**src/rtl/crc_xb_check.sv**
```systemverilog
// ---------------------------------------------------------------------------
// crc_xb_check
//   Receive-side serial CRC checker for CRC_xb frames. A frame is BW payload
//   bits followed by CRC_BW CRC bits, delivered MSB first, one bit per
//   accepted transfer. The whole frame goes through a bit-serial long
//   division, and a zero remainder marks a good frame. The payload and the
//   received CRC field are captured and held until the next frame completes.
//   A saturating counter tracks frames that failed the check.
//
// Ports
//   clk       rising-edge clock
//   rst_n     asynchronous active-low reset
//   in_valid  in_bit / in_sop valid this cycle
//   in_bit    serial frame bit, MSB first
//   in_sop    first bit of a frame (qualified by in_valid)
//   in_ready  checker accepts a bit this cycle (low only in DONE)
//   done      one-cycle pulse: frame complete, result fields valid
//   crc_ok    last frame remainder was zero (held)
//   payload   last frame payload (held)
//   rx_crc    last frame CRC field (held)
//   aborted   one-cycle pulse: frame restarted by an in_sop mid-frame
//   busy      state is not IDLE
//   err_cnt   saturating count of frames with crc_ok = 0
// ---------------------------------------------------------------------------
module crc_xb_check #(
    parameter int                BW      = 40,
    parameter int                CRC_BW  = 8,
    parameter logic [CRC_BW-1:0] DIVISOR = 8'b0000_0111
) (
    input  logic              clk,
    input  logic              rst_n,
    input  logic              in_valid,
    input  logic              in_bit,
    input  logic              in_sop,
    output logic              in_ready,
    output logic              done,
    output logic              crc_ok,
    output logic [BW-1:0]     payload,
    output logic [CRC_BW-1:0] rx_crc,
    output logic              aborted,
    output logic              busy,
    output logic [15:0]       err_cnt
);

    localparam int TOTAL = BW + CRC_BW;
    localparam int CW    = $clog2(TOTAL + 1);

    localparam logic [CW-1:0] LAST_BIT = CW'(TOTAL);
    localparam logic [CW-1:0] LAST_PAY = CW'(BW);

    typedef enum logic [1:0] {
        IDLE,
        RECV,
        DONE
    } state_t;

    state_t            state;
    logic [CRC_BW-1:0] rem;
    logic [CW-1:0]     cnt;
    logic [BW-1:0]     pay_sr;
    logic [CRC_BW-1:0] crc_sr;

    logic              xfer;
    logic              start;
    logic              accept;
    logic [CRC_BW-1:0] rem_base;
    logic [CRC_BW-1:0] rem_next;
    logic [CW-1:0]     cnt_next;

    // Next-bit datapath. A start (sop from IDLE, or a restart inside RECV)
    // divides from a cleared remainder and reloads the counter to bit 1, so
    // an aborting sop bit is treated exactly like a fresh first bit. Bits
    // that arrive in IDLE without sop are consumed but never accepted into
    // the division.
    always_comb begin
        xfer     = in_valid & in_ready;
        start    = xfer & in_sop;
        accept   = xfer & ((state == RECV) | in_sop);
        rem_base = start ? '0 : rem;
        rem_next = {rem_base[CRC_BW-2:0], in_bit} ^ (rem_base[CRC_BW-1] ? DIVISOR : '0);
        cnt_next = start ? CW'(1) : cnt + CW'(1);
    end

    // Division, bit counter, capture shift registers and control FSM.
    // Result outputs are written only on the final-bit edge that also enters
    // DONE, so partial or aborted frames leave the held results untouched.
    // The final-bit crc_ok comes from rem_next so it reflects the last bit.
    always_ff @(posedge clk or negedge rst_n) begin
        if (!rst_n) begin
            state    <= IDLE;
            rem      <= '0;
            cnt      <= '0;
            pay_sr   <= '0;
            crc_sr   <= '0;
            in_ready <= 1'b1;
            done     <= 1'b0;
            crc_ok   <= 1'b0;
            payload  <= '0;
            rx_crc   <= '0;
            aborted  <= 1'b0;
            busy     <= 1'b0;
            err_cnt  <= '0;
        end else begin
            done    <= 1'b0;
            aborted <= 1'b0;

            if (accept) begin
                rem <= rem_next;
                cnt <= cnt_next;
                if (cnt_next <= LAST_PAY) begin
                    pay_sr <= {pay_sr[BW-2:0], in_bit};
                end else begin
                    crc_sr <= {crc_sr[CRC_BW-2:0], in_bit};
                end
            end

            case (state)
                IDLE: begin
                    if (start) begin
                        state <= RECV;
                        busy  <= 1'b1;
                    end
                end
                RECV: begin
                    if (xfer) begin
                        if (in_sop) begin
                            aborted <= 1'b1;
                        end else if (cnt_next == LAST_BIT) begin
                            state    <= DONE;
                            in_ready <= 1'b0;
                            done     <= 1'b1;
                            crc_ok   <= (rem_next == '0);
                            payload  <= pay_sr;
                            rx_crc   <= {crc_sr[CRC_BW-2:0], in_bit};
                            if ((rem_next != '0) && (err_cnt != 16'hFFFF)) begin
                                err_cnt <= err_cnt + 16'd1;
                            end
                        end
                    end
                end
                DONE: begin
                    state    <= IDLE;
                    in_ready <= 1'b1;
                    busy     <= 1'b0;
                    cnt      <= '0;
                    rem      <= '0;
                end
                default: begin
                    state    <= IDLE;
                    in_ready <= 1'b1;
                    busy     <= 1'b0;
                end
            endcase
        end
    end

endmodule
```
**config.mk**
```make
export PLATFORM = sky130hd
export DESIGN_NAME = crc_xb_check
export DESIGN_NICKNAME = d
export VERILOG_FILES = /design/src/rtl/crc_xb_check.sv
export SDC_FILE = /design/constraint.sdc
export NUM_CORES = 1
export LEC_CHECK = 0
export BUFFER_PORTS_ARGS = -buffer_cell sky130_fd_sc_hd__clkbuf_2
export CORE_MARGIN = 4
export CORE_UTILIZATION = 45
export DETAILED_ROUTE_END_ITERATION = 8
export PLACE_DENSITY = 0.7
export SLEW_MARGIN = 20
export SYNTH_ARGS = -nofsm -noshare
export SYNTH_HDL_FRONTEND = slang
export SYNTH_SLANG_ARGS = --single-unit
```
**constraint.sdc**
```tcl
create_clock -name clk -period 2.7 [get_ports clk]
set_input_delay 0.81 -clock clk [delete_from_list [all_inputs] [get_ports clk]]
set_output_delay 0.81 -clock clk [all_outputs]
set_load 0.05 [all_outputs]
```
After elaboration in Yosys (flattened, before gate mapping)
Index checks and enable logic that the tools add are counted.
{"block": "word_totals", "regBits": 132, "input_bits": 5, "output_inout_bits": 69}
{"block": "op_classes", "add_sub_neg": 2, "order_cmp": 1, "n_eq_ne": 8, "n_mux": 25, "bitwise_logic": 9, "n_reduce_logical": 12}
{"operator": "8-bit 2-to-1 mux", "count": 3}
{"operator": "6-bit 2-to-1 mux", "count": 3}
{"operator": "16-bit by 1-bit adder with 16-bit output, second input constant", "count": 1}
{"operator": "16-bit != test, second input constant", "count": 1}
{"operator": "4-bit AND reduction", "count": 3}
{"operator": "1-bit 2-to-1 mux", "count": 11}
{"operator": "8-bit zero test", "count": 1}
{"operator": "2-bit 2-to-1 mux", "count": 4}
{"operator": "8-bit nonzero test", "count": 1}
{"operator": "8-bit by 3-bit XOR with 8-bit output", "count": 1}
{"operator": "6-bit by 1-bit adder with 6-bit output, second input constant", "count": 1}
{"operator": "6-bit == test, second input constant", "count": 1}
{"operator": "6-bit less-or-equal comparator, second input constant", "count": 1}
{"operator": "2-bit != test, second input constant", "count": 3}
{"operator": "2-bit AND reduction", "count": 3}
{"operator": "5-bit AND reduction", "count": 1}
{"operator": "1-bit NOT", "count": 4}
{"operator": "1-bit one-hot mux with 2 select lines", "count": 2}
{"operator": "2-bit one-hot mux with 2 select lines", "count": 1}
{"operator": "1-bit bitwise AND", "count": 3}
{"operator": "3-bit 2-to-1 mux", "count": 1}
{"operator": "2-bit by 1-bit == test with 1-bit output, second input constant", "count": 1}
{"operator": "2-bit == test, second input constant", "count": 1}
{"operator": "2-bit zero test", "count": 1}
{"operator": "other kinds (4)", "count": 4}

Logic depth before layout (Yosys ltp)
Gate-level depths: netlist of run 1.
{"block": "logic_depth", "depth_word": 8, "depth_mapped": 8}

Worst setup path after synthesis of run 1
No wires, ideal clock.
{"block": "synth_path", "kind": "input port to flip-flop", "startpoint": "input in_valid", "endpoint": "register err_cnt[1]", "setup_time_ps": 127, "t_arrival_ps": 2401, "required_time_ps": 2573, "slack_ps": 172, "path_stages": 5, "path_buffers": 0, "path_cell_list": "nand2_1 -> nor3_4 -> o2111ai_2 -> nor4_4 -> mux2_1"}
{"block": "synth_via", "elab_chain_len": 8, "elab_cells_between_ends": 10, "cone_classes": "eq/ne: 1; mux: 3; bitwise: 3; reduce/logical: 3"}
{"element": "start, declared", "line": "32", "rtl": "input logic in_valid,"}
{"element": "1-bit bitwise AND (*)", "line": "76", "rtl": "xfer = in_valid & in_ready;"}
{"element": "1-bit bitwise AND", "line": "77", "rtl": "start = xfer & in_sop;"}
{"element": "8-bit 2-to-1 mux", "line": "79", "rtl": "rem_base = start ? '0 : rem;"}
{"element": "3-bit 2-to-1 mux", "line": "80", "rtl": "rem_next = {rem_base[CRC_BW-2:0], in_bit} ^ (rem_base[CRC_BW-1] ? DIVISOR : '0);"}
{"element": "8-bit by 3-bit XOR with 8-bit output", "line": "80"}
{"element": "8-bit nonzero test", "line": "135", "rtl": "if ((rem_next != '0) && (err_cnt != 16'hFFFF)) begin"}
{"element": "1-bit logical AND", "line": "135"}
{"element": "5-bit AND reduction (no line) (*)"}
{"element": "end signal, assigned", "line": "136", "rtl": "err_cnt <= err_cnt + 16'd1;"}
{"element": "end, declared", "line": "42", "rtl": "output logic [15:0] err_cnt"}
Every way passes the cells marked *; elsewhere a longest branch is shown, timed or not.
A chain may end at the register's enable or synchronous reset.

Worst setup path in the final report of run 1
{"block": "layout_path", "startpoint": "register cnt[1]", "endpoint": "register err_cnt[1]"}
{"block": "layout_via", "elab_chain_len": 4}
{"element": "start, declared", "line": "59", "rtl": "logic [CW-1:0] cnt;"}
{"element": "start signal, assigned", "line": "109", "rtl": "cnt <= cnt_next;"}
{"element": "6-bit by 1-bit adder with 6-bit output", "line": "81", "rtl": "cnt_next = start ? CW'(1) : cnt + CW'(1);"}
{"element": "6-bit 2-to-1 mux", "line": "81"}
{"element": "6-bit == test", "line": "128", "rtl": "end else if (cnt_next == LAST_BIT) begin"}
{"element": "5-bit AND reduction (no line)"}
Every way passes these cells.

==> results of run 1 <==
==> layout make-up <==
class	instances	area [um^2]
clock buffers	17	425
clock inverters	15	181
fillers	975	4940
inverters	3	11.3
multi-input cells	329	2010
flip-flops and latches	132	3300
well taps	143	179
repair buffers	88	509
==> through the flow <==
stage | hold WS [ps] | area [um^2] | setup slack, ps
global placement | 457 | 6000 | 275
finish | 236 | 6620 | 208
detailed placement | 461 | 6000 | 149
global route | 231 | 6620 | 41.7
CTS | 225 | 6600 | 106
floorplan | 432 | 5360 | 172
==> power by group <==
group / switching [mW] / internal (mW) / leakage [nW]
registers: 0.162 / 2.19 / 1.77
clock network: 0.894 / 1.46 / 0.299
logic: 0.201 / 0.197 / 1.44
==> repair_timing <==
action,in CTS,in global routing
gates resized for setup,0,2
buffers inserted,0,0
hold buffers,0,0
setup endpoints to repair,0,32
==> critical path, delay by kind of cell (launching register included) <==
kind                       cells  cell delay [ps]
AOI/OAI and AO/OA              2              520
buffers and inverters          1              200
muxes                          1              330
and+or+nand+nor                2              490
DFF                            1              460
adders and majority gates      1              360
==> cell families (layout without fill, tap and decap cells) <==
kind of cell / Yosys count / in the layout
xor+xnor: 20 / 20
buf+inv: 19 / 123
fa+ha+maj: 2 / 2
simple gates: 230 / 230
compound gates: 29 / 29
flops: 132 / 132
mux: 48 / 48
==> per-layer routing <==
| metal | wire (um) | track usage | vias to the layer above | share of wire |
|---|---|---|---|---|
| met3 | 597 | 0.0560 | 16 | 0.055 |
| met1 | 5040 | 0.229 | 1849 | 0.46 |
| met2 | 5130 | 0.277 | 91 | 0.47 |
| met4 | 150 | 0.0596 | 0 | 0.014 |
| met5 | 0 | 0 | - | 0 |
| li1 | - | - | 1786 | - |
==> worst min path at each step <==
| stage | startpoint | to | depth (start not counted) |
|---|---|---|---|
| 3_5_place_dp | payload[19]$_DFFE_PN0P_ | payload[19]$_DFFE_PN0P_ | 2 |
| 4_1_cts | rst_n | busy$_DFFE_PN0P_ | 1 |
| 6_report | rst_n | busy$_DFFE_PN0P_ | 1 |
| 2_1_floorplan | pay_sr[39]$_DFFE_PN0P_ | payload[39]$_DFFE_PN0P_ | 2 |
| 3_3_place_gp | crc_sr[6]$_DFFE_PN0P_ | rx_crc[7]$_DFFE_PN0P_ | 2 |
| 5_1_grt | rst_n | busy$_DFFE_PN0P_ | 1 |
==> registers in the layout (all words and copies together) (netlist names) <==
name      cells
rem           8
aborted       1
crc_ok        1
payload      40
state         2
in_ready      1
done          1
err_cnt      16
cnt           6
crc_sr        7
rx_crc        8
busy          1
pay_sr       40
==> cells in the final DEF, fill, tap and decap left out, types with 3 or more instances in the layout <==
cell type    n
nand2_1    158
dfrtp_1    131
clkbuf_2    72
mux2_1      48
nor2_1      21
clkbuf_16   17
buf_4       13
nand3_1     12
xnor2_1     11
xor2_1       8
a22o_1       7
nor3_1       6
a21oi_1      5
nand4_1      5
o21ai_0      4
clkinv_2     4
clkinv_4     4
nand2b_1     3
nor2b_1      3
and2_1       3
and3_1       3
bufinv_16    3
==> out/metrics.yaml, run 1 <==
cts_tree: "yes"
avgSynthCellArea_um2: 11.2
fmax_mhz: 401
r2r_start: "cnt[1]$_DFFE_PN0P_"
avgViaCountPerCell: 5.15
antenna_found_initial: 0
yosysTopAreaCell: "dfrtp_1"
synth_top_family_by_area: "simple AND/OR/NAND/NOR gates"
clockBufferDepth: 2
yosysMostFrequentCell: "nand2_1"
startpoint: "cnt[1]$_DFFE_PN0P_"
setup_tns_ps: 0
portBuffers: 73
syn_nets: 487
slew_viol_final: 0
dieArea_um2: 13700
reg2reg_slack_ps: 210
synth_xor_area_frac: 0.0327
fp.dieW_um: 117
yosysTopAreaCellShare: 0.611
powerDensity_nw_per_um2: 771
cts_root_buf: "clkbuf_16"
grt_use_total: 0.175
crit_fanout: 10
numCtsBuffers: 17
grt_start_max_net_pins: 57
cp_cell_sequence: "ha_1 > nand2b_1 > o32ai_4 > o2111ai_4 > nor4_4 > buf_4 > mux2_1"
grt_pass1_wl_um: 18800
fin_util: 0.573
drtIter0Drc: 251
syn_inst: 480
synth_fa_ha_area_frac: 0.00467
io_pins: 74
drc: 0
ant_nets: 0
vias: 3742
final_layout_size_suffix_gt1_frac: 0.224
fin_cells: 727
slew_headroom: 0.598
total_power_mw: 5.10
r2r_end: "err_cnt[1]$_DFFE_PN0P_"
clkSlewWorstSetupHoldPaths_ps: 60
critPathMaxStageDelay_ps: 460
start_util: 0.464
worstSkewPairLatency_ps: 410
skew_ps: 6.31
rows: 39
cp.required_ps: 2990
overflow: 0
crit_slowest_cell: "dfrtp_1"
die_h_um: 117
rsz0062_at_grt: "false"
yosys.area_share.simple: 0.189
maxCapViolations: 0
detail_route.wl_per_cell_um: 15.0
synth_ff_type: "dfrtp_1"
cp-start-kind: "flop"
gp_congestion: 0.855
worstSetupEndpointType: "flop"
finalHoldViolations: 0
ys_seq_elements: 132
synthDistinctLibCells: 47
totalWireLength_um: 10900
status: "finished clean"
synth_area_leaders: "dfrtp_1, nand2_1, mux2_1"
placedCellCount: 695
cp-endpoint: "err_cnt[1]$_DFFE_PN0P_"
arrival_ps: 2780
min_period_ps: 2490
clock_sinks: 132
grt_pass1_vias: 3851
yosys_warnings: 0
drt_pass1_iterations: 4
synth_common_cells: "nand2_1, dfrtp_1, mux2_1"
hpwl_um: 7240
syn-cell-area_um2: 5360
finalSetupViolCount: 0
worstRegToRegCells: 7
htreeDepth: 4
worst_pin_slew_ps: 600
ys_async_sr_fraction: 1.00
synth_edf_count: 0
leakagePower_nw: 3.51
area_growth_pct: 23.5
insertedDiodeCount: 0
synth.area.mux_share: 0.101
irDropWorstVdd_mv: 0.434
synth-seq-area-share: 0.616
synth_compound_area_frac: 0.0406
core-area_um2: 11600
critPathKind: "reg -> reg"
final_nets: 578
hold_path_class: "in -> async"
period_share: 0.923
No activity file was read; power rests on OpenSTA's default activity.
==> run 2, diff against run 1 <==
--- a/config.mk
+++ b/config.mk
@@ -6,7 +6,7 @@
 export NUM_CORES = 1
 export LEC_CHECK = 0
 export BUFFER_PORTS_ARGS = -buffer_cell sky130_fd_sc_hd__clkbuf_2
-export CORE_MARGIN = 4
+export CORE_MARGIN = 5
 export CORE_UTILIZATION = 45
 export DETAILED_ROUTE_END_ITERATION = 8
 export PLACE_DENSITY = 0.7
==> run 2 against run 1 <==
Hold slack gained 90 ps. Wire length decreased by 2.7%. Fmax shrank 1.5%. Core utilization rose by 0.48 points. Combinational power fell by 5%.
==> out/metrics.yaml, run 2 (synthesis results as in run 1) <==
drt_pass1_iterations: 5  # +1
fp.dieW_um: 119  # +1.7%
period_share: 0.937  # +0.0144
hold_path_class: "in -> async"
crit_fanout: 6  # -4
skew_ps: 8.96  # +2.66 ps
final_common_cell: "nand2_1"
overflow: 0  # unchanged
worstSetupEndpointType: "flop"
arrival_ps: 2860  # +80 ps
cp-endpoint: "err_cnt[13]$_DFFE_PN0P_"
powerDensity_nw_per_um2: 796  # +3.3%
cp-start-kind: "flop"
worstRegToRegCells: 7  # unchanged
start_util: 0.464  # unchanged
grt_pass1_wl_um: 18600  # -0.89%
clock_sinks: 132  # unchanged
numCtsBuffers: 17  # unchanged
power_frac_seq: 0.443  # -0.017
worstSkewPairLatency_ps: 410  # about the same
final_layout_size_suffix_gt1_frac: 0.222  # -0.00228
hold_buffers: 0  # unchanged
htreeDepth: 4  # unchanged
switchingPower_mw: 1.20  # -4.8%
p_comb_frac: 0.071  # -0.007
clkPwrFrac: 0.486  # +0.024
maxCapViolations: 0  # unchanged
fmax_mhz: 395  # -1.5%
worst_pin_slew_ps: 616  # +16.0 ps
r2r_end: "err_cnt[13]$_DFFE_PN0P_"
cp.required_ps: 3030  # +40 ps
drtIter0Drc: 306  # +22%
status: "finished clean"
r2r_start: "cnt[1]$_DFFE_PN0P_"
grt_start_max_net_pins: 57  # unchanged
ant_nets: 0  # unchanged
final_nets: 575  # -0.52%
avgViaCountPerCell: 5.17  # +0.36%
drc: 0  # unchanged
rsz0062_at_grt: "false"
top_regs: "pay_sr: 40 flops, payload: 40 flops, err_cnt: 16 flops"
portBuffers: 73  # unchanged
finalSetupViolCount: 0  # unchanged
die_h_um: 119  # +1.7%
cts_root_buf: "clkbuf_16"
power.internal_mw: 4.12  # +7.1%
irDropWorstVdd_mv: 0.488  # +12%
rows: 39  # unchanged
slew_headroom: 0.588  # -0.0107
startpoint: "cnt[1]$_DFFE_PN0P_"
hpwl_um: 7090  # -2.0%
min_period_ps: 2530  # +39.0 ps
io_pins: 74  # unchanged
reg2reg_slack_ps: 170  # -40 ps
met3_usage: 0.0493  # -0.00675
detail_route.wl_per_cell_um: 14.7  # -2.3%
finalHoldViolations: 0  # unchanged
cts_tree: "yes"
totalWireLength_um: 10600  # -2.7%
vias: 3740  # -0.053%
grt_busiest_layer: "met2"
gp_congestion: 0.855  # unchanged
final_cell_mix: "nand2_1, dfrtp_1, clkbuf_2"
met1_usage: 0.215  # -0.0143
grt_pass1_vias: 3824  # -0.70%
clkSlewWorstSetupHoldPaths_ps: 60  # about the same
sw_frac_of_total: 0.225  # -0.0212
leakagePower_nw: 3.53  # +0.39%
core-area_um2: 11600  # unchanged
dieArea_um2: 14200  # +3.4%
slew_viol_final: 0  # unchanged
fin_util: 0.577  # +0.00476
area_growth_pct: 24.5
grt_use_total: 0.160  # -0.0151
critPathKind: "reg -> reg"
grtUsageMet2: 0.244  # -0.0323
insertedDiodeCount: 0  # unchanged
setup_tns_ps: 0  # unchanged
clockBufferDepth: 2  # unchanged
antenna_found_initial: 0  # unchanged
-- run 2: cell types whose count changed in the layout (fill, tap and decap cells not counted) --
cell | before | now
buf_4 | 13 | 9
o32ai_4 | 1 | 0
inv_6 | 2 | 1
clkinv_4 | 4 | 2
inv_8 | 1 | 0
clkbuf_8 | 0 | 4
clkinv_2 | 4 | 1
clkinvlp_4 | 1 | 2
buf_12 | 2 | 3
bufinv_16 | 3 | 5
nor4_1 | 2 | 1
nor4_2 | 0 | 1
o32ai_2 | 0 | 1
-- run 2: critical path, cell delays in order, from the launching register on --
cell and delay (ps):
dfrtp_1 450, ha_1 360, nand2b_1 170, o32ai_2 350, o2111ai_4 220, or3_4 460
nor3_1 270, xor2_1 170
-- run 2: per-layer routing --
layer | up-vias | share of wire | wire [um]
met3 | 14 | 0.057 | 607
li1 | 1781 | - | -
met4 | 0 | 0.012 | 132
met2 | 109 | 0.46 | 4840
met1 | 1836 | 0.47 | 5040
met5 | - | 0 | 0
-- run 2: worst min path at each step --
stage                                    to  slack (ps)  cells after the start
finish                   cnt[2]$_DFFE_PN0P_         330                      1
global route             cnt[4]$_DFFE_PN0P_         350                      1
CTS                      cnt[2]$_DFFE_PN0P_         340                      1
detailed placement    rx_crc[7]$_DFFE_PN0P_         460                      2
global placement    payload[25]$_DFFE_PN0P_         460                      2
floorplan           payload[39]$_DFFE_PN0P_         430                      2
-- run 2: final cells by class --
class	count	area, um^2
Tap cell	143	179
Sequential cell	132	3300
Multi-Input combinational cell	329	2010
Clock buffer	21	480
Inverter	3	11.3
Fill cell	956	4890
Clock inverter	11	196
Timing Repair Buffer	85	499
-- run 2: power by group through the flow --
stage	clock network (mW)	logic, mW	registers, mW
after CTS	2.63	0.387	2.35
after global routing	2.72	0.431	2.39
after detailed placement	0	0.385	2.38
after floorplan	0	0.259	2.34
final	2.58	0.380	2.35
after global placement	0	0.362	2.37
-- run 2: metrics by stage --
| step | cells | setup slack (ps) | total power [mW] | instance area (um^2) | hold WS, ps |
|---|---|---|---|---|---|
| final | 724 | 169 | 5.31 | 6680 | 326 |
| after global routing | 724 | 6.52 | 5.54 | 6680 | 353 |
| after CTS | 724 | 179 | 5.37 | 6660 | 338 |
| after detailed placement | 692 | 203 | 2.77 | 5990 | 461 |
| after global placement | 692 | 280 | 2.73 | 5990 | 459 |
| after floorplan | 480 | 172 | 2.60 | 5360 | 432 |
-- run 2: what timing repair did --
action / in CTS / in global routing
buffers inserted: 0 / 0
resized for setup: 0 / 2
endpoints found under the setup margin: 0 / 3
==> run 3, diff against run 2 <==
--- a/config.mk
+++ b/config.mk
@@ -9,7 +9,7 @@
 export CORE_MARGIN = 5
 export CORE_UTILIZATION = 45
 export DETAILED_ROUTE_END_ITERATION = 8
-export PLACE_DENSITY = 0.7
+export PLACE_DENSITY = 0.68
 export SLEW_MARGIN = 20
 export SYNTH_ARGS = -nofsm -noshare
 export SYNTH_HDL_FRONTEND = slang
==> constraint.sdc (replaced) <==
create_clock -name clk -period 2.55 [get_ports clk]
set_input_delay 0.765 -clock clk [delete_from_list [all_inputs] [get_ports clk]]
set_output_delay 0.765 -clock clk [all_outputs]
set_load 0.05 [all_outputs]
==> run 3 against run 2 <==
Clock skew grew 3.7 ps. Combinational power grew 15%. Die area is the same. Final cell count grew 0.28%. Clock power shrank 7%. Highest routed layer unchanged. Critical path type unchanged. Register-to-register slack lost 40 ps. Non-clock buffer count grew 2. Critical path depth is the same. Core utilization shrank 0.41 points. Wire length grew 0.55%. Final area shrank 0.71%.
==> out/metrics.yaml, run 3 (synthesis results as in run 1) <==
grt_pass1_vias: 3881  # +1.5%
hold_buffers: 0  # unchanged
clkSlewWorstSetupHoldPaths_ps: 60  # about the same
insertedDiodeCount: 0  # unchanged
drc: 0  # unchanged
final_common_cell: "nand2_1"
cp-start-kind: "flop"
vias: 3729  # -0.29%
final_layout_size_suffix_gt1_frac: 0.223  # +0.000954
setup_tns_ps: 0  # unchanged
worst_pin_slew_ps: 617  # +0.363 ps
final_nets: 577  # +0.35%
reg2reg_slack_ps: 130  # -40 ps
slew_headroom: 0.587  # about the same
fin_util: 0.573  # -0.00411
fp.dieW_um: 119  # unchanged
worst_slack_ps: 133  # -36.2 ps
clockBufferDepth: 2  # unchanged
die_h_um: 119  # unchanged
critPathKind: "reg -> reg"
leakagePower_nw: 3.49  # -0.99%
fmax_mhz: 414  # +4.7%
arrival_ps: 2750  # -110 ps
whs_ps: 320  # -5.98 ps
hold_path_class: "in -> async"
top_regs: "pay_sr: 40 flops, payload: 40 flops, err_cnt: 16 flops"
min_period_ps: 2420  # -114 ps
skew_ps: 12.7  # +3.75 ps
cp_cell_sequence: "ha_1 > nand2b_1 > o32ai_4 > o2111ai_4 > or3_4 > and4b_1 > xor2_1"
clock_sinks: 132  # unchanged
worstSkewPairLatency_ps: 410  # about the same
crit_slowest_cell: "or3_4"
cp.required_ps: 2880  # -150 ps
detail_route.wl_per_cell_um: 14.7  # +0.27%
core-area_um2: 11600  # unchanged
slew_viol_final: 0  # unchanged
powerDensity_nw_per_um2: 802  # +0.71%
grt_use_total: 0.159  # -0.000836
postCtsSetupRepairBufs: 0  # unchanged
worstSetupEndpointType: "flop"
overflow: 0  # unchanged
grt_start_max_net_pins: 58  # +1.8%
maxCapViolations: 0  # unchanged
period_share: 0.948  # +0.0105
numCtsBuffers: 17  # unchanged
gp_congestion: 0.819  # -4.2%
start_util: 0.464  # unchanged
dp_slack_ps: 84.4  # -118 ps
finalSetupViolCount: 0  # unchanged
portBuffers: 73  # unchanged
finalHoldViolations: 0  # unchanged
ant_nets: 0  # unchanged
hpwl_um: 7210  # +1.7%
dieArea_um2: 14200  # unchanged
antenna_found_initial: 0  # unchanged
cts_tree: "yes"
final_cell_mix: "nand2_1, dfrtp_1, clkbuf_2"
irDropWorstVdd_mv: 0.509  # +4.3%
total_power_mw: 5.31  # about the same
crit_fanout: 5  # -1
drtIter0Drc: 331  # +8.2%
status: "finished clean"
grt_pass1_wl_um: 18600  # +0.11%
area_growth_pct: 23.6
rows: 39  # unchanged
io_pins: 74  # unchanged
critPathMaxStageDelay_ps: 460  # about the same
avgViaCountPerCell: 5.14  # -0.57%
post_cts_resized: 0  # unchanged
totalWireLength_um: 10700  # +0.55%
rsz0062_at_grt: "false"
drt_pass1_iterations: 4  # -1
cts_root_buf: "clkbuf_16"
htreeDepth: 4  # unchanged
[run 3: cell count changes in the layout (fill, tap and decap cells not counted), moves of 2 or more]
cell,delta
clkinvlp_4,+2
nor3_2,+2
nor3_1,-2
bufinv_16,-3
clkbuf_1,+2
clkbuf_8,-2
[run 3: report_power, final]
group	internal (mW)	total (mW)	leakage (nW)	switching [mW]
clock network	1.49	2.40	0.276	0.905
logic	0.216	0.436	1.44	0.219
registers	2.32	2.48	1.77	0.162
[run 3: final cells by class]
cell class | count | area [um^2]
multi-input combinational | 329 | 2020
inverter | 3 | 11.3
clock buffer | 21 | 460
tap | 143 | 179
sequential | 132 | 3300
fill | 993 | 4930
timing repair buffer | 87 | 527
clock inverter | 11 | 126
[run 3: worst max-delay path, delay by kind of cell (launching register included)]
family,cells,cell delay (ps)
compound gates,2,520
xor+xnor,1,140
flops,1,380
simple gates,3,930
fa+ha+maj,1,360
[run 3: final timing paths]
path                                         from                 endpoint  cells past startpoint
setup / recovery               cnt[0]$_DFFE_PN0P_  err_cnt[14]$_DFFE_PN0P_                      7
hold / removal                              rst_n         busy$_DFFE_PN0P_                      1
setup reg to reg               cnt[0]$_DFFE_PN0P_  err_cnt[14]$_DFFE_PN0P_                      7
hold reg to reg            pay_sr[39]$_DFFE_PN0P_  payload[39]$_DFFE_PN0P_                      2
max in group asynchronous                   rst_n    rx_crc[3]$_DFFE_PN0P_                      2
min in group clk           pay_sr[39]$_DFFE_PN0P_  payload[39]$_DFFE_PN0P_                      2
[run 3: layer usage]
metal / GRT usage / wire, um / vias to the layer above / part of all wire
met4: 0.0514 / 123 / 0 / 0.012
li1: - / - / 1793 / -
met2: 0.249 / 4850 / 93 / 0.45
met5: 0 / 0 / - / 0
met1: 0.214 / 5160 / 1831 / 0.48
met3: 0.0479 / 551 / 12 / 0.052
[run 3: per-stage QoR]
step / instances / instance area (um^2)
final: 726 / 6630
after global routing: 726 / 6630
after CTS: 726 / 6600
after detailed placement: 694 / 6010
after global placement: 694 / 6010
after floorplan: 480 / 5360
